[src/rtl/io_uart_pkg.sv]
// Shared definitions for the UART byte bridge: FSM encodings, io_err bit map, default bit timing.
package io_uart_pkg;

    localparam int unsigned CLKS_PER_BIT_DEFAULT = 868;

    localparam int unsigned ERR_FRAME   = 0;
    localparam int unsigned ERR_OVERRUN = 1;
    localparam int unsigned ERR_BREAK   = 2;
    localparam int unsigned ERR_RXFULL  = 3;
    localparam int unsigned ERR_TXFULL  = 4;
    localparam int unsigned ERR_W       = 5;

    typedef enum logic [2:0] {
        RxIdle,
        RxStart,
        RxData,
        RxStop,
        RxWaitHigh
    } rx_state_e;

    typedef enum logic [1:0] {
        TxIdle,
        TxStart,
        TxData,
        TxStop
    } tx_state_e;

endpackage

[src/rtl/io_uart_bridge_if.sv]
// Core-side byte channel: rx producer, tx consumer and error flags.
interface io_uart_bridge_if;

    logic [7:0]                    io_in_data;
    logic                          io_in_vld;
    logic                          io_in_rdy;
    logic [7:0]                    io_out_data;
    logic                          io_out_vld;
    logic                          io_out_rdy;
    logic [io_uart_pkg::ERR_W-1:0] io_err;

    // Core side.
    modport master (
        input  io_in_data,
        input  io_in_vld,
        output io_in_rdy,
        output io_out_data,
        output io_out_vld,
        input  io_out_rdy,
        input  io_err
    );

    // Bridge side.
    modport slave (
        output io_in_data,
        output io_in_vld,
        input  io_in_rdy,
        input  io_out_data,
        input  io_out_vld,
        output io_out_rdy,
        output io_err
    );

endinterface

[src/rtl/io_byte_fifo.sv]
// First-word-fall-through byte FIFO; dout reads 0 while empty.
module io_byte_fifo #(
    parameter int unsigned FIFO_DEPTH = 16
) (
    input  logic                        clk,
    input  logic                        rst,
    input  logic                        push,
    input  logic [7:0]                  din,
    input  logic                        pop,
    output logic [7:0]                  dout,
    output logic                        empty,
    output logic                        full,
    output logic [$clog2(FIFO_DEPTH):0] count
);

    localparam int unsigned PW = $clog2(FIFO_DEPTH);
    localparam logic [PW:0] FULL_CNT = {1'b1, {PW{1'b0}}};

    logic [7:0]    mem [FIFO_DEPTH];
    logic [PW-1:0] wr_ptr_q;
    logic [PW-1:0] rd_ptr_q;
    logic [PW:0]   count_q;
    logic          do_push;
    logic          do_pop;

    // A simultaneous pop frees the slot, so a full FIFO may still take a push.
    always_comb begin
        empty   = (count_q == '0);
        full    = (count_q == FULL_CNT);
        do_pop  = pop && !empty;
        do_push = push && (!full || pop);
        dout    = empty ? 8'h00 : mem[rd_ptr_q];
        count   = count_q;
    end

    // Pointer and occupancy bookkeeping; pointers wrap naturally.
    always_ff @(posedge clk) begin
        if (rst) begin
            wr_ptr_q <= '0;
            rd_ptr_q <= '0;
            count_q  <= '0;
        end else begin
            if (do_push) wr_ptr_q <= wr_ptr_q + 1'b1;
            if (do_pop)  rd_ptr_q <= rd_ptr_q + 1'b1;
            if (do_push && !do_pop)      count_q <= count_q + 1'b1;
            else if (do_pop && !do_push) count_q <= count_q - 1'b1;
        end
    end

    // Storage; contents are don't-care while empty, so no reset.
    always_ff @(posedge clk) begin
        if (do_push) mem[wr_ptr_q] <= din;
    end

endmodule

[src/rtl/io_uart_bridge.sv]
// UART <-> core byte channel bridge with rx/tx FIFOs and error reporting.
module io_uart_bridge
    import io_uart_pkg::*;
#(
    parameter int unsigned CLKS_PER_BIT = CLKS_PER_BIT_DEFAULT,
    parameter int unsigned FIFO_DEPTH   = 16
) (
    input  logic             clk,
    input  logic             rst,
    input  logic             uart_rx,
    output logic             uart_tx,
    io_uart_bridge_if.slave  io
);

    localparam int unsigned CW        = $clog2(CLKS_PER_BIT);
    localparam logic [CW-1:0] BIT_LAST  = CW'(CLKS_PER_BIT - 1);
    localparam logic [CW-1:0] HALF_LAST = CW'(CLKS_PER_BIT / 2 - 1);
    localparam int unsigned PW        = $clog2(FIFO_DEPTH);
    localparam logic [PW:0]   FULL_CNT  = {1'b1, {PW{1'b0}}};

    logic            rx_meta_q;
    logic            rx_sync_q;
    rx_state_e       rx_state_q;
    logic [CW-1:0]   rx_cnt_q;
    logic [2:0]      rx_bit_q;
    logic [7:0]      rx_shift_q;
    logic            err_frame_q;
    logic            err_overrun_q;
    logic            err_break_q;

    tx_state_e       tx_state_q;
    logic [CW-1:0]   tx_cnt_q;
    logic [2:0]      tx_bit_q;
    logic [7:0]      tx_shift_q;
    logic            tx_q;

    logic            rx_push;
    logic            rx_pop;
    logic            rx_overrun;
    logic [7:0]      rx_dout;
    logic            rx_empty;
    logic            rx_full;
    logic [PW:0]     rx_count;

    logic            tx_push;
    logic            tx_pop;
    logic [7:0]      tx_dout;
    logic            tx_empty;
    logic            tx_full;
    logic [PW:0]     tx_count;

    io_byte_fifo #(
        .FIFO_DEPTH (FIFO_DEPTH)
    ) u_rx_fifo (
        .clk   (clk),
        .rst   (rst),
        .push  (rx_push),
        .din   (rx_shift_q),
        .pop   (rx_pop),
        .dout  (rx_dout),
        .empty (rx_empty),
        .full  (rx_full),
        .count (rx_count)
    );

    io_byte_fifo #(
        .FIFO_DEPTH (FIFO_DEPTH)
    ) u_tx_fifo (
        .clk   (clk),
        .rst   (rst),
        .push  (tx_push),
        .din   (io.io_out_data),
        .pop   (tx_pop),
        .dout  (tx_dout),
        .empty (tx_empty),
        .full  (tx_full),
        .count (tx_count)
    );

    // Handshakes, FIFO strobes and core-facing outputs.
    always_comb begin
        rx_pop     = !rx_empty && io.io_in_rdy;
        rx_push    = (rx_state_q == RxStop) && (rx_cnt_q == BIT_LAST) && rx_sync_q;
        rx_overrun = rx_push && (rx_count == FULL_CNT) && !rx_pop;
        tx_push    = io.io_out_vld && !tx_full;
        // The shifter reloads straight from STOP so back-to-back frames have no idle gap.
        tx_pop     = !tx_empty &&
                     ((tx_state_q == TxIdle) ||
                      ((tx_state_q == TxStop) && (tx_cnt_q == BIT_LAST)));

        io.io_in_data  = rx_dout;
        io.io_in_vld   = !rx_empty;
        io.io_out_rdy  = !tx_full;
        io.io_err              = '0;
        io.io_err[ERR_FRAME]   = err_frame_q;
        io.io_err[ERR_OVERRUN] = err_overrun_q;
        io.io_err[ERR_BREAK]   = err_break_q;
        io.io_err[ERR_RXFULL]  = rx_full;
        io.io_err[ERR_TXFULL]  = (tx_count == FULL_CNT);
        uart_tx        = tx_q;
    end

    // Two-flop synchroniser for the asynchronous rx line; resets to the idle level.
    always_ff @(posedge clk) begin
        if (rst) begin
            rx_meta_q <= 1'b1;
            rx_sync_q <= 1'b1;
        end else begin
            rx_meta_q <= uart_rx;
            rx_sync_q <= rx_meta_q;
        end
    end

    // Receive FSM: mid-bit sampling, stop-bit validation and sticky error capture.
    always_ff @(posedge clk) begin
        if (rst) begin
            rx_state_q    <= RxIdle;
            rx_cnt_q      <= '0;
            rx_bit_q      <= '0;
            rx_shift_q    <= '0;
            err_frame_q   <= 1'b0;
            err_overrun_q <= 1'b0;
            err_break_q   <= 1'b0;
        end else begin
            unique case (rx_state_q)
                RxIdle: begin
                    rx_cnt_q <= '0;
                    rx_bit_q <= '0;
                    if (!rx_sync_q) rx_state_q <= RxStart;
                end
                RxStart: begin
                    if (rx_cnt_q == HALF_LAST) begin
                        rx_cnt_q   <= '0;
                        // A start bit that has vanished by mid-bit is a glitch.
                        rx_state_q <= rx_sync_q ? RxIdle : RxData;
                    end else begin
                        rx_cnt_q <= rx_cnt_q + 1'b1;
                    end
                end
                RxData: begin
                    if (rx_cnt_q == BIT_LAST) begin
                        rx_cnt_q   <= '0;
                        rx_shift_q <= {rx_sync_q, rx_shift_q[7:1]};
                        rx_bit_q   <= rx_bit_q + 1'b1;
                        if (rx_bit_q == 3'd7) rx_state_q <= RxStop;
                    end else begin
                        rx_cnt_q <= rx_cnt_q + 1'b1;
                    end
                end
                RxStop: begin
                    if (rx_cnt_q == BIT_LAST) begin
                        rx_cnt_q <= '0;
                        if (rx_sync_q) begin
                            if (rx_overrun) err_overrun_q <= 1'b1;
                            rx_state_q <= RxIdle;
                        end else begin
                            err_frame_q <= 1'b1;
                            if (rx_shift_q == 8'h00) err_break_q <= 1'b1;
                            rx_state_q <= RxWaitHigh;
                        end
                    end else begin
                        rx_cnt_q <= rx_cnt_q + 1'b1;
                    end
                end
                RxWaitHigh: begin
                    if (rx_sync_q) rx_state_q <= RxIdle;
                end
                default: rx_state_q <= RxIdle;
            endcase
        end
    end

    // Transmit FSM: start, eight data bits LSB first, stop; line level is registered.
    always_ff @(posedge clk) begin
        if (rst) begin
            tx_state_q <= TxIdle;
            tx_cnt_q   <= '0;
            tx_bit_q   <= '0;
            tx_shift_q <= '0;
            tx_q       <= 1'b1;
        end else begin
            unique case (tx_state_q)
                TxIdle: begin
                    tx_cnt_q <= '0;
                    tx_bit_q <= '0;
                    if (!tx_empty) begin
                        tx_shift_q <= tx_dout;
                        tx_q       <= 1'b0;
                        tx_state_q <= TxStart;
                    end
                end
                TxStart: begin
                    if (tx_cnt_q == BIT_LAST) begin
                        tx_cnt_q   <= '0;
                        tx_bit_q   <= '0;
                        tx_q       <= tx_shift_q[0];
                        tx_shift_q <= {1'b0, tx_shift_q[7:1]};
                        tx_state_q <= TxData;
                    end else begin
                        tx_cnt_q <= tx_cnt_q + 1'b1;
                    end
                end
                TxData: begin
                    if (tx_cnt_q == BIT_LAST) begin
                        tx_cnt_q <= '0;
                        tx_bit_q <= tx_bit_q + 1'b1;
                        if (tx_bit_q == 3'd7) begin
                            tx_q       <= 1'b1;
                            tx_state_q <= TxStop;
                        end else begin
                            tx_q       <= tx_shift_q[0];
                            tx_shift_q <= {1'b0, tx_shift_q[7:1]};
                        end
                    end else begin
                        tx_cnt_q <= tx_cnt_q + 1'b1;
                    end
                end
                TxStop: begin
                    if (tx_cnt_q == BIT_LAST) begin
                        tx_cnt_q <= '0;
                        if (!tx_empty) begin
                            tx_shift_q <= tx_dout;
                            tx_q       <= 1'b0;
                            tx_state_q <= TxStart;
                        end else begin
                            tx_state_q <= TxIdle;
                        end
                    end else begin
                        tx_cnt_q <= tx_cnt_q + 1'b1;
                    end
                end
                default: tx_state_q <= TxIdle;
            endcase
        end
    end

endmodule

[src/flat_wrapper.sv]
// flat-port wrapper written by rule: the top's interface ports become plain ports
module io_uart_bridge_flat import io_uart_pkg::*;
#(
    parameter int unsigned CLKS_PER_BIT = CLKS_PER_BIT_DEFAULT,
    parameter int unsigned FIFO_DEPTH   = 16
)
  (clk, rst, uart_rx, uart_tx, io_io_in_data, io_io_in_vld, io_io_in_rdy, io_io_out_data, io_io_out_vld, io_io_out_rdy, io_io_err);
  io_uart_bridge_if io_i ();
  input  logic clk;
  input  logic rst;
  input  logic uart_rx;
  output logic uart_tx;
  output wire logic [$bits(io_i.io_in_data)-1:0] io_io_in_data;
  output wire logic [$bits(io_i.io_in_vld)-1:0] io_io_in_vld;
  input wire logic [$bits(io_i.io_in_rdy)-1:0] io_io_in_rdy;
  input wire logic [$bits(io_i.io_out_data)-1:0] io_io_out_data;
  input wire logic [$bits(io_i.io_out_vld)-1:0] io_io_out_vld;
  output wire logic [$bits(io_i.io_out_rdy)-1:0] io_io_out_rdy;
  output wire logic [$bits(io_i.io_err)-1:0] io_io_err;
  assign io_io_in_data = io_i.io_in_data;
  assign io_io_in_vld = io_i.io_in_vld;
  assign io_i.io_in_rdy = io_io_in_rdy;
  assign io_i.io_out_data = io_io_out_data;
  assign io_i.io_out_vld = io_io_out_vld;
  assign io_io_out_rdy = io_i.io_out_rdy;
  assign io_io_err = io_i.io_err;
  io_uart_bridge #(.CLKS_PER_BIT(CLKS_PER_BIT), .FIFO_DEPTH(FIFO_DEPTH)) u_core (.clk(clk), .rst(rst), .uart_rx(uart_rx), .uart_tx(uart_tx), .io(io_i));
endmodule
[config.mk]
export PLATFORM = sky130hd
export DESIGN_NAME = io_uart_bridge_flat
export DESIGN_NICKNAME = d
export VERILOG_FILES = /design/src/rtl/io_uart_pkg.sv /design/src/rtl/io_uart_bridge_if.sv /design/src/rtl/io_byte_fifo.sv /design/src/rtl/io_uart_bridge.sv /design/src/flat_wrapper.sv
export SDC_FILE = /design/constraint.sdc
export NUM_CORES = 1
export LEC_CHECK = 0
export BUFFER_PORTS_ARGS = -buffer_cell sky130_fd_sc_hd__buf_2
export CELL_PAD_IN_SITES_DETAIL_PLACEMENT = 2
export CELL_PAD_IN_SITES_GLOBAL_PLACEMENT = 2
export CORE_ASPECT_RATIO = 0.9
export CORE_MARGIN = 4
export CORE_UTILIZATION = 30
export CTS_CLUSTER_DIAMETER = 200
export CTS_CLUSTER_SIZE = 25
export DETAILED_ROUTE_END_ITERATION = 10
export GPL_TIMING_DRIVEN = 0
export HOLD_SLACK_MARGIN = 0.03
export PLACE_DENSITY_LB_ADDON = 0.25
export SETUP_SLACK_MARGIN = 0.02
export SYNTH_ARGS = -nofsm -noshare
export SYNTH_HDL_FRONTEND = slang
export SYNTH_SLANG_ARGS = --single-unit
[constraint.sdc]
create_clock -name clk -period 2.8 [get_ports clk]
set_input_delay 0.56 -clock clk [delete_from_list [all_inputs] [get_ports clk]]
set_output_delay 0.56 -clock clk [all_outputs]
set_load 0.1 [all_outputs]
======== Word level (Yosys, flattened, before mapping) ========
Memories as Yosys holds them, arrays and structs flattened. A register that Yosys moved wholly into a read port is not among the register bits.
Cells that the tools add are included.
cells by class
  add/sub/neg operators ................... 12
  eq/ne operators ......................... 26
  divide/modulo/power cells ............... 0
  reductions and logical operators ........ 50
  multipliers ............................. 0
  bitwise logic cells ..................... 1
  muxes and demuxes ....................... 51
  magnitude comparators ................... 0
  shifts and indexed selects .............. 0
operator list
  kind                                                                count
  8-bit two-way mux                                                   6
  8-bit case mux with 4 select lines                                  1
  10-bit two-way mux                                                  3
  3-bit two-way mux                                                   10
  10-bit case mux with 3 select lines                                 1
  10-bit by 1-bit adder with 10-bit output, second input constant     2
  10-bit == test, second input constant                               2
  5-bit two-way mux                                                   4
  10-bit case mux with 2 select lines                                 1
  4-bit by 1-bit adder with 4-bit output, second input constant       4
  1-bit logical AND                                                   16
  4-bit two-way mux                                                   4
  3-bit case mux with 5 select lines                                  1
  2-bit by 1-bit != test with 1-bit output, second input constant     7
  2-bit two-way mux                                                   6
  4-bit AND reduction                                                 3
  5-bit by 1-bit adder with 5-bit output, second input constant       2
  10-bit by 9-bit == test with 1-bit output, second input constant    1
  5-bit == test, second input constant                                2
  5-bit logical NOT                                                   2
  1-bit two-way mux                                                   10
  2-bit != test, second input constant                                5
  5-bit by 1-bit subtractor with 5-bit output, second input constant  2
  3-bit == test, second input constant                                3
  23 further kinds                                                    42
storage, ports and cells
  output and inout bits ................... 16
  memory bits (writable) .................. 256
  bits of input ports ..................... 13
  memories kept ........................... 2
  logic and storage cells ................. 162
  register bits after elaboration ......... 79
  latch bits .............................. 0
  bits in read-only memories .............. 0
memories
  name                  depth  width  rd ports  clocked after memory_dff  write ports  line                source
  u_core.u_rx_fifo.mem  16     8      1         1                         1            io_byte_fifo.sv:19  logic [7:0] mem [FIFO_DEPTH];
  u_core.u_tx_fifo.mem  16     8      1         1                         1            io_byte_fifo.sv:19

======== Logic depth before layout (Yosys ltp) ========
Gate-level depths: netlist of the first run.
  depth after elaboration ................. 10
  depth in mapped cells ................... 13
  mapped depth without buffers ............ 13

======== Cells and area by module ========
A second synthesis of the first run with hierarchy kept.
second synthesis, totals
  cell total of the unflattened synthesis .. 938
  area total of the unflattened synthesis .. 14453.9 um^2
modules (own cells, without submodules)
  module          area each (um^2)  seq. area each (um^2)  cells each  instances
  io_byte_fifo    5893.2            4184.0                 317         2
  io_uart_bridge  2667.6            1061.0                 304         1

======== Least setup slack after synthesis of the first run ========
No wires, ideal clock.
  kind .................................... reg2out
  start ................................... register u_core.u_rx_fifo.count_q[0] (netlist: u_core.u_rx_fifo.count[0])
  end ..................................... output port io_io_in_data[0]
  path slack .............................. -0.198 ns
  stages on the path, launching flop included .. 5
  data required time ...................... 2.240 ns
  buffers on the path ..................... 1
  data arrival time ....................... 2.438 ns
  cells stage by stage .................... dfxtp_1 nor4_1 nand2b_1 clkbuf_1 and2_1
on the way
  word-level cells in the longest chain between the ends .. 2
ends and longest elaborated chain
  item                    line                source
  from (decl)             io_byte_fifo.sv:22  logic [PW:0] count_q;
  from (signal assigned)  io_byte_fifo.sv:45  if (do_push && !do_pop) count_q <= count_q + 1'b1;
  from (signal assigned)  io_byte_fifo.sv:46  else if (do_pop && !do_push) count_q <= count_q - 1'b1;
  5-bit logical NOT       io_byte_fifo.sv:28  empty = (count_q == '0);
  8-bit two-way mux       io_byte_fifo.sv:32  dout = empty ? 8'h00 : mem[rd_ptr_q];
  to (decl)               flat_wrapper.sv:13  output wire logic [$bits(io_i.io_in_data)-1:0] io_io_in_data;
No other way between the ends.

==> results of run 1 <==
cell families (layout without fill, tap and decap cells):
family          Yosys count  in the layout  synth area share
xor+xnor                 25             25           0.01549
fa+ha+maj                33             33           0.03028
compound gates          105            105           0.04851
simple gates            260            260           0.09667
flops                   343            343            0.6671
buf+inv                  66            151           0.02160
mux                      81             81            0.1203
through the flow:
step                power, W  cells  instance area (um^2)  setup TNS (ns)
global placement    0.008027   1557                 15120          -12.28
finish               0.01091   1614                 16230          -2.736
global route         0.01151   1614                 16230          -3.570
floorplan           0.007457    913                 14200               0
detailed placement  0.008085   1558                 15140          -3.388
CTS                  0.01107   1613                 16190          -3.188
registers in the layout, summed over array words and instances, names as in the netlist, 4 cells and up, named ones only:
register and cells:
u_core.u_tx_fifo.rd_ptr_q 4, u_core.rx_cnt_q 10, u_core.tx_cnt_q 10, u_core.rx_shift_q 8, u_core.u_rx_fifo.mem 128, u_core.u_tx_fifo.count 5
u_core.u_rx_fifo.count 5, u_core.u_rx_fifo.wr_ptr_q 4, u_core.u_tx_fifo.mem 128, u_core.u_tx_fifo.wr_ptr_q 4, u_core.u_rx_fifo.rd_ptr_q 4, u_core.tx_shift_q 8
cell usage after synthesis (10+ instances only):
master and instances:
a22oi_1 14, buf_2 10, clkbuf_1 21, dfxtp_1 87, edfxtp_1 256, a21oi_1 41
nand2_1 48, nand2b_1 11, ha_1 31, nand3_1 20, nor2_1 77, nor3_1 19
inv_1 17, xor2_1 11, mux4_2 71, buf_4 10, xnor2_1 14, and2_1 30
a31oi_1 13
worst register-to-register path, stage by stage (launching register included):
cell and delay [ns]:
dfxtp_2 0.38, nand4bb_4 0.30, nor4_4 0.39, nand2_2 0.14, inv_4 0.10, ha_4 0.16
inv_4 0.05, fa_2 0.34, a21o_1 0.17, a21oi_2 0.14, xnor2_1 0.09, or3_4 0.37
a21oi_2 0.13
timing repair:
item | CTS | global route
pin swaps | 12 | 5
buffers inserted | 22 | 4
endpoints found under the setup margin | 52 | 61
gates resized for setup | 89 | 29
cloned | 3 | 0
power by group through the flow:
stage	Clock [W]	Combinational [W]	Sequential (W)
after floorplan	0	0.00160	0.00586
after global placement	0	0.00219	0.00584
after detailed placement	0	0.00224	0.00585
after CTS	0.00293	0.00240	0.00574
after global routing	0.00311	0.00264	0.00576
final	0.00279	0.00238	0.00573
worst max path at each step:
stage,slack (ns),cells past startpoint,start,end
global route,-0.44,6,flop,io_io_in_data[4]
global placement,-0.45,13,u_core.rx_cnt_q[1],u_core.u_rx_fifo.count[4]
finish,-0.37,6,flop,io_io_in_data[4]
detailed placement,-0.58,13,u_core.rx_cnt_q[1],u_core.u_rx_fifo.count[4]
floorplan,0.03,12,u_core.tx_cnt_q[2],u_core.u_tx_fifo.count[4]
CTS,-0.43,7,flop,io_io_in_data[7]
metal layers:
layer / vias up / part of all wire / global-route usage
met4: 0 / 0.013 / 0.02296
li1: 3641 / - / -
met3: 26 / 0.037 / 0.01545
met5: - / 0 / 0
met1: 4187 / 0.48 / 0.2115
met2: 110 / 0.47 / 0.2275
final cells by class:
class                   instances  area, um^2
multi-input cells             504        4627
repair buffers                 56       515.5
flip-flops and latches        343        9464
plain buffers                  47       297.8
well taps                     616       770.7
clock inverters                 2       17.52
fillers                      4647       30400
inverters                      18       75.07
clock buffers                  28       466.7
==> impl_metrics.py, run 1 <==
metrics = {
    "cts": {
        "insertion_delay_ns": 0.54,
        "htreeDepth": 1,
        "cts_tree": "built",
        "clockBufferDepth": 3,
        "cts_sinks": 343,
        "clk_pin_slew_ns": 0.10,
        "cts_buffers": 17,
        "cts_hold_buffers": 0,
        "root_buffer": "clkbuf_16",
    },
    "hold_path": {
        "whs_path_depth": 2,
        "worstHoldEndpoint": "u_core.rx_meta_q",
        "min_path_type": "in -> reg",
        "hold_start": "uart_rx",
    },
    "timing": {
        "final.setup.worst_slack_ns": -0.3696,
        "fin_crit_sh": 1.132,
        "maxSlewViolCount": 0,
        "setup_viol": 8,
        "min_period_ns": 3.170,
        "fin_worst_hold_slack_ns": 0.2841,
        "max_freq_mhz": 315.5,
        "rsz0062_at_grt": "true",
        "hold_violations": 0,
        "skew_ns": 0.04413,
        "slew-limit-headroom": 0.3370,
        "worst_pin_slew_ns": 0.9909,
    },
    "die": {
        "ioPinCount": 29,
        "die_h_um": 213.9,
        "rows": 75,
        "chipWidth_um": 236.8,
        "start_util": 0.3030,
        "core_mm2": 0.04664,
        "dieArea_mm2": 0.05065,
    },
    "finish": {
        "drive_above_1_share": 0.2475,
        "utilization": 0.3481,
        "syn2layout_area_growth_pct": 14.86,
        "mostFrequentLayoutCell": "edfxtp_1",
        "fin_nets": 1033,
        "antenna_cells": 0,
        "final_cell_mix": "edfxtp_1 (256), nor2_1 (76), mux4_2 (71)",
    },
    "worst_setup_path": {
        "path_buf_inv": 3,
        "rrSetupSlack_ns": 0,
        "path_cells": "buf_12, buf_12, mux4_2, mux4_2, and2_4, buf_12",
        "critPathMaxStageDelay_ns": 0.57,
        "cp_max_fo": 8,
        "critPathKind": "reg -> out",
        "cp_data_arrival_time_ns": 2.61,
        "crit_required_ns": 2.24,
        "r2r_end": "u_core.u_rx_fifo.count[4]",
        "crit_path_frequent_cell": "buf_12",
        "cp_top_family": "multiplexers",
        "timing.rr.start": "u_core.rx_cnt_q[2]",
        "crit_slowest_cell": "mux4_2",
        "r2r_cells": 12,
        "endpoint_kind": "primary output",
        "startpoint_type": "flop",
    },
    "synth": {
        "avgSynthCellArea_um2": 15.48,
        "async_flop_share": 0,
        "synthTopCellsByArea": "edfxtp_1 (54%), dfxtp_1 (12%), mux4_2 (11%), ha_1 (2.7%), nor2_1 (2.0%)",
        "synth_top_area_frac": 0.5439,
        "yosys_register_bits": 343,
        "synthCells": 913,
        "yosysSeqAreaShare": 0.6671,
        "yosys_warnings": 0,
        "synthesis.nets": 959,
        "synth_ff_type": "edfxtp_1",
        "synth_area_mm2": 0.01413,
        "yosys.area.top_type": "edfxtp_1",
        "synth_cell_types": 59,
        "synth_edf_count": 256,
    },
    "power": {
        "p_comb_frac": 0.218,
        "p_int_w": 0.007790,
        "p_leak_nw": 5.238,
        "p_clk_frac": 0.256,
        "powerDensity_mw_per_mm2": 672.0,
        "switchingPower_w": 0.003119,
        "vdd_drop_max_mv": 0.4117,
        "swShare": 0.2859,
        "p_seq_frac": 0.526,
    },
    "placement": {
        "dp_slack_ns": -0.5810,
        "place_hpwl_um": 23850,
        "gp_congestion": 0.7164,
        "io_buffers": 28,
    },
    "global_routing": {
        "grt_use_total": 0.1415,
        "grt_antenna_before_repair": 0,
        "grt_pass1_vias": 8675,
        "grt_pass1_wl_um": 55880,
        "gr-total-overflow": 0,
        "grt_start_max_net_pins": 27,
    },
    "drt": {
        "routedWlPerCell_um": 22.47,
        "dr_total_vias": 7964,
        "drtIter0Drc": 495,
        "drt_pass1_iterations": 6,
        "final_antenna_net_count": 0,
        "remaining_drc_errors": 0,
        "finalWirelength_um": 36270,
        "viasPerCell": 4.934,
    },
    "outcome": {
        "status": "complete, but fails checks",
        "failed_checks": "negative setup slack",
    },
    "job": {
        "timing.max_cap.violations": 0,
    },
}
No activity file was read; power rests on OpenSTA's default activity.
==> run 2, diff against run 1 <==
- PLACE_DENSITY_LB_ADDON: 0.25 -> 0.1
- REMOVE_ABC_BUFFERS: unset -> 1
==> run 2 against run 1 <==
- the run still ends with negative setup slack left
- maximum frequency up 0.76%
- design area down 0.55%
- routed wire length down 3.2%
- global-route usage down 0.38 points
- register-to-register slack better by 0.04 ns
- via count down 2.2%
- sequential power up 2%
- clock skew down 0.024 ns
- first-iteration DRC count down 5.9%
- largest cell class unchanged
- highest routed layer unchanged
==> impl_metrics.py, run 2 (synthesized netlist as in run 1, its figures left out) <==
metrics = {
    "cts": {
        "clockBufferDepth": 3,
        "cts_buffers": 17,
        "cts_sinks": 343,
        "root_buffer": "clkbuf_16",
        "insertion_delay_ns": 0.53,
        "htreeDepth": 1,
        "cts_tree": "built",
        "cts_hold_buffers": 0,
        "clk_pin_slew_ns": 0.11,
    },
    "drt": {
        "drt_pass1_iterations": 5,
        "routedWlPerCell_um": 22.20,
        "final_antenna_net_count": 0,
        "remaining_drc_errors": 0,
        "viasPerCell": 4.925,
        "dr_total_vias": 7787,
        "drtIter0Drc": 466,
        "finalWirelength_um": 35100,
    },
    "timing": {
        "slew-limit-headroom": 0.2701,
        "final.setup.worst_slack_ns": -0.3457,
        "skew_ns": 0.01987,
        "setup_tns_ns": -2.426,
        "maxSlewViolCount": 0,
        "worst_pin_slew_ns": 1.091,
        "fin_crit_sh": 1.123,
        "min_period_ns": 3.146,
        "rsz0062_at_grt": "true",
        "hold_violations": 0,
        "setup_viol": 8,
        "max_freq_mhz": 317.9,
    },
    "die": {
        "core_mm2": 0.04664,
        "rows": 75,
        "dieArea_mm2": 0.05065,
        "start_util": 0.3030,
        "chipWidth_um": 236.8,
        "ioPinCount": 29,
        "die_h_um": 213.9,
    },
    "finish": {
        "fin_nets": 1001,
        "final_cell_mix": "edfxtp_1 (256), nor2_1 (76), mux4_2 (71)",
        "mostFrequentLayoutCell": "edfxtp_1",
        "largest_registers": "u_core.u_rx_fifo.mem: 128 flops, u_core.u_tx_fifo.mem: 128 flops",
        "drive_above_1_share": 0.2508,
        "antenna_cells": 0,
        "syn2layout_area_growth_pct": 14.24,
    },
    "global_routing": {
        "grt_antenna_before_repair": 2,
        "gr-total-overflow": 0,
        "grt_use_total": 0.1376,
        "grt_start_max_net_pins": 71,
        "grt_pass1_vias": 8422,
        "grt_pass1_wl_um": 54650,
    },
    "power": {
        "p_leak_nw": 5.168,
        "total_power_w": 0.01108,
        "powerDensity_mw_per_mm2": 686.1,
        "vdd_drop_max_mv": 0.4089,
    },
    "outcome": {
        "failed_checks": "negative setup slack",
        "status": "complete, but fails checks",
    },
    "worst_setup_path": {
        "crit_slowest_cell": "mux4_2",
        "critPathMaxStageDelay_ns": 0.54,
        "startpoint_type": "flop",
        "endpoint_kind": "primary output",
        "cp_data_arrival_time_ns": 2.59,
        "critPathKind": "reg -> out",
        "crit_required_ns": 2.24,
        "cp_max_fo": 5,
        "path_cells": "buf_12, buf_16, mux4_2, mux4_2, and2_4, buf_12",
    },
    "placement": {
        "gp_congestion": 0.6730,
        "io_buffers": 28,
        "place_hpwl_um": 22460,
    },
    "job": {
        "timing.max_cap.violations": 0,
    },
    "hold_path": {
        "min_path_type": "in -> reg",
    },
}
==> run 2: final timing paths <==
path	from	endpoint	slack, ns	depth (start not counted)
setup reg to reg	u_core.tx_cnt_q[3]	u_core.u_tx_fifo.count[4]	0.04	12
hold / removal	uart_rx	u_core.rx_meta_q	0.21	2
setup / recovery	flop	io_io_in_data[6]	-0.35	6
hold reg to reg	u_core.tx_cnt_q[0]	u_core.tx_cnt_q[0]	0.43	1
==> run 2: area by class of cell <==
type / count / area [um^2]
flip-flops and latches: 343 / 9480
multi-input cells: 504 / 4631
inverters: 18 / 72.57
repair buffers: 71 / 715.7
clock buffers: 28 / 466.7
clock inverters: 1 / 8.758
fillers: 4601 / 30490
well taps: 616 / 770.7
==> run 2: report_power, final <==
group	total (W)	switching [W]	internal [W]
sequential	0.00583	0.000223	0.00560
clock	0.00282	0.00165	0.00117
combinational	0.00244	0.00129	0.00114
==> run 2: metrics by stage <==
| step | worst slack [ns] | utilization | cells | hold WS (ns) | instance area, um^2 |
|---|---|---|---|---|---|
| floorplan | -0.7978 | - | 865 | 0.3895 | 13900 |
| global placement | -1.635 | 0.3175 | 1509 | 0.3964 | 14810 |
| detailed placement | -0.8794 | 0.3206 | 1516 | 0.4067 | 14950 |
| CTS | -0.3564 | 0.3455 | 1579 | 0.1731 | 16110 |
| global route | -0.4114 | 0.3462 | 1581 | 0.1818 | 16150 |
| finish | -0.3457 | 0.3462 | 1581 | 0.2092 | 16150 |
==> run 2: worst max-delay path: cells and delay by family (launching register included) <==
family,cells,cell delay [ns]
buffers and inverters,3,0.42
muxes,2,1.02
and+or+nand+nor,1,0.16
DFF,1,0.44
==> run 2: per-layer routing <==
metal	global-route usage	vias to the layer above	wire length (um)
met5	0	-	0
met2	0.2147	59	16140
li1	-	3566	-
met4	0.02140	0	469
met1	0.2111	4138	17630
met3	0.01635	24	862
==> run 2: timing repair <==
| action | in CTS | in global routing |
|---|---|---|
| buffers inserted | 31 | 3 |
| resized for setup | 100 | 12 |
| endpoints found under the setup margin | 218 | 46 |
| gates cloned | 3 | 0 |
| pin swaps | 21 | 7 |
==> run 3, diff against run 2 <==
- CORE_UTILIZATION: 30 -> 42
- RECOVER_POWER: unset -> 100
- SKIP_LAST_GASP: unset -> 1
==> run 3 against run 2 <==
- the flow finishes with violations (max-capacitance violations, max-slew violations, negative setup slack)
- register-to-register slack worse by 0.29 ns
- critical path depth unchanged
- via count is 2.7% higher
- critical path type unchanged
- critical endpoint is now io_io_in_data[2]
==> impl_metrics.py, run 3 (synthesized netlist as in run 1, its figures left out) <==
metrics = {
    "outcome": {
        "status": "complete, but fails checks",
        "failed_checks": "max-capacitance violations, max-slew violations, negative setup slack",
    },
    "finish": {
        "largest_registers": "u_core.u_rx_fifo.mem: 128 flops, u_core.u_tx_fifo.mem: 128 flops",
        "final_cell_mix": "edfxtp_1 (256), nor2_1 (76), mux4_2 (71)",
        "utilization": 0.4755,
        "drive_above_1_share": 0.2173,
        "fin_nets": 997,
        "syn2layout_area_growth_pct": 11.38,
        "mostFrequentLayoutCell": "edfxtp_1",
        "final.fill_count": 3045,
    },
    "drt": {
        "routedWlPerCell_um": 25.75,
        "drtIter0Drc": 557,
        "finalWirelength_um": 35670,
        "viasPerCell": 5.773,
        "drt_pass1_iterations": 5,
        "dr_total_vias": 7996,
        "remaining_drc_errors": 0,
        "final_antenna_net_count": 0,
    },
    "cts": {
        "cts_hold_buffers": 0,
        "htreeDepth": 1,
        "cts_sinks": 343,
        "root_buffer": "clkbuf_16",
        "cts_tree": "built",
        "cts_buffers": 17,
        "insertion_delay_ns": 0.52,
        "clk_pin_slew_ns": 0.10,
        "clockBufferDepth": 3,
    },
    "worst_setup_path": {
        "startpoint_type": "flop",
        "cp_max_fo": 6,
        "timing.rr.start": "u_core.u_tx_fifo.count[0]",
        "critPathKind": "reg -> out",
        "endpoint_kind": "primary output",
        "crit_required_ns": 2.24,
        "cp_data_arrival_time_ns": 2.58,
    },
    "timing": {
        "hold_violations": 0,
        "rsz0062_at_grt": "true",
        "min_period_ns": 3.139,
        "fin_crit_sh": 1.121,
        "final.setup.worst_slack_ns": -0.3387,
        "worst_pin_slew_ns": 1.625,
        "fin_worst_hold_slack_ns": 0.2362,
        "setup_viol": 12,
        "max_freq_mhz": 318.6,
        "skew_ns": 0.01526,
        "maxSlewViolCount": 71,
        "slew-limit-headroom": -0.08353,
    },
    "power": {
        "powerDensity_mw_per_mm2": 700.8,
        "vdd_drop_max_mv": 0.5285,
        "p_leak_nw": 5.053,
    },
    "global_routing": {
        "grt_pass1_vias": 8801,
        "gr-total-overflow": 0,
        "grt_start_max_net_pins": 71,
        "grt_use_total": 0.1949,
        "grt_antenna_before_repair": 1,
        "grt_pass1_wl_um": 55690,
    },
    "placement": {
        "place_hpwl_um": 23740,
        "gp_congestion": 0.7281,
        "io_buffers": 28,
    },
    "die": {
        "dieArea_mm2": 0.03665,
        "rows": 63,
        "ioPinCount": 29,
        "chipWidth_um": 201.4,
        "start_util": 0.4269,
        "die_h_um": 182.0,
        "core_mm2": 0.03311,
    },
    "job": {
        "timing.max_cap.violations": 1,
    },
    "hold_path": {
        "min_path_type": "in -> reg",
        "hold_start": "uart_rx",
    },
}
run 3: cell types whose count changed in the layout (fill, tap and decap cells not counted), moves of 3 or more:
cell	delta
clkbuf_2	+3
clkbuf_1	+19
buf_4	-11
buf_2	-14
run 3: stage by stage:
step	cell area, um^2	TNS, ns	total power (W)	instances	setup WS, ns
CTS	15720	-3.023	0.01113	1374	-0.3527
finish	15740	-3.029	0.01103	1385	-0.3387
global placement	14560	-34.74	0.007887	1315	-1.431
global route	15740	-10.18	0.01160	1384	-0.4244
detailed placement	14620	-65.36	0.008059	1317	-1.163
floorplan	13900	-7.998	0.007357	865	-0.7978
run 3: layout make-up:
class	count	area (um^2)	area share
Clock buffer	28	466.7	0.02965
Antenna cell	1	2.502	0.0001590
Sequential cell	343	9475	0.6019
Clock inverter	2	17.52	0.001113
Timing Repair Buffer	67	604.3	0.03839
Inverter	18	75.07	0.004769
Multi-Input combinational cell	504	4572	0.2904
Tap cell	422	528.0	0.03354
run 3: routing by layer:
| layer | global-route usage | up-vias | wire, um |
|---|---|---|---|
| met5 | 0 | - | 0 |
| met4 | 0.02597 | 0 | 396 |
| met3 | 0.01839 | 20 | 1141 |
| met2 | 0.3352 | 129 | 17890 |
| met1 | 0.2796 | 4286 | 16240 |
| li1 | - | 3561 | - |
run 3: power breakdown:
| group | internal, W | switching [W] | leakage, nW | total (W) |
|---|---|---|---|---|
| Combinational | 0.00107 | 0.00134 | 1.76 | 0.00241 |
| Clock | 0.00117 | 0.00159 | 0.232 | 0.00276 |
| Sequential | 0.00561 | 0.000249 | 3.06 | 0.00586 |
run 3: path summary, 6_finish.rpt:
| kind | end | slack [ns] | depth (start not counted) |
|---|---|---|---|
| max | io_io_in_data[2] | -0.34 | 6 |
| min | u_core.rx_meta_q | 0.24 | 2 |
| max reg2reg | u_core.u_tx_fifo.count[4] | -0.25 | 12 |
| min reg2reg | u_core.uart_tx | 0.46 | 2 |
run 3: worst max-delay path, cell delays in order (launching register included):
cell     delay [ns]
dfxtp_4        0.42
buf_6          0.15
buf_16         0.14
mux4_2         0.53
mux4_2         0.48
and2_4         0.18
buf_12         0.16
run 3: timing repair:
action                                  4_1_cts  5_1_grt
endpoints found under the setup margin      182       58
pin swaps                                    13       10
gates resized for setup                      96       27
setup buffers                                24       11
cloned                                        3        0
endpoints found under the hold margin         0        0
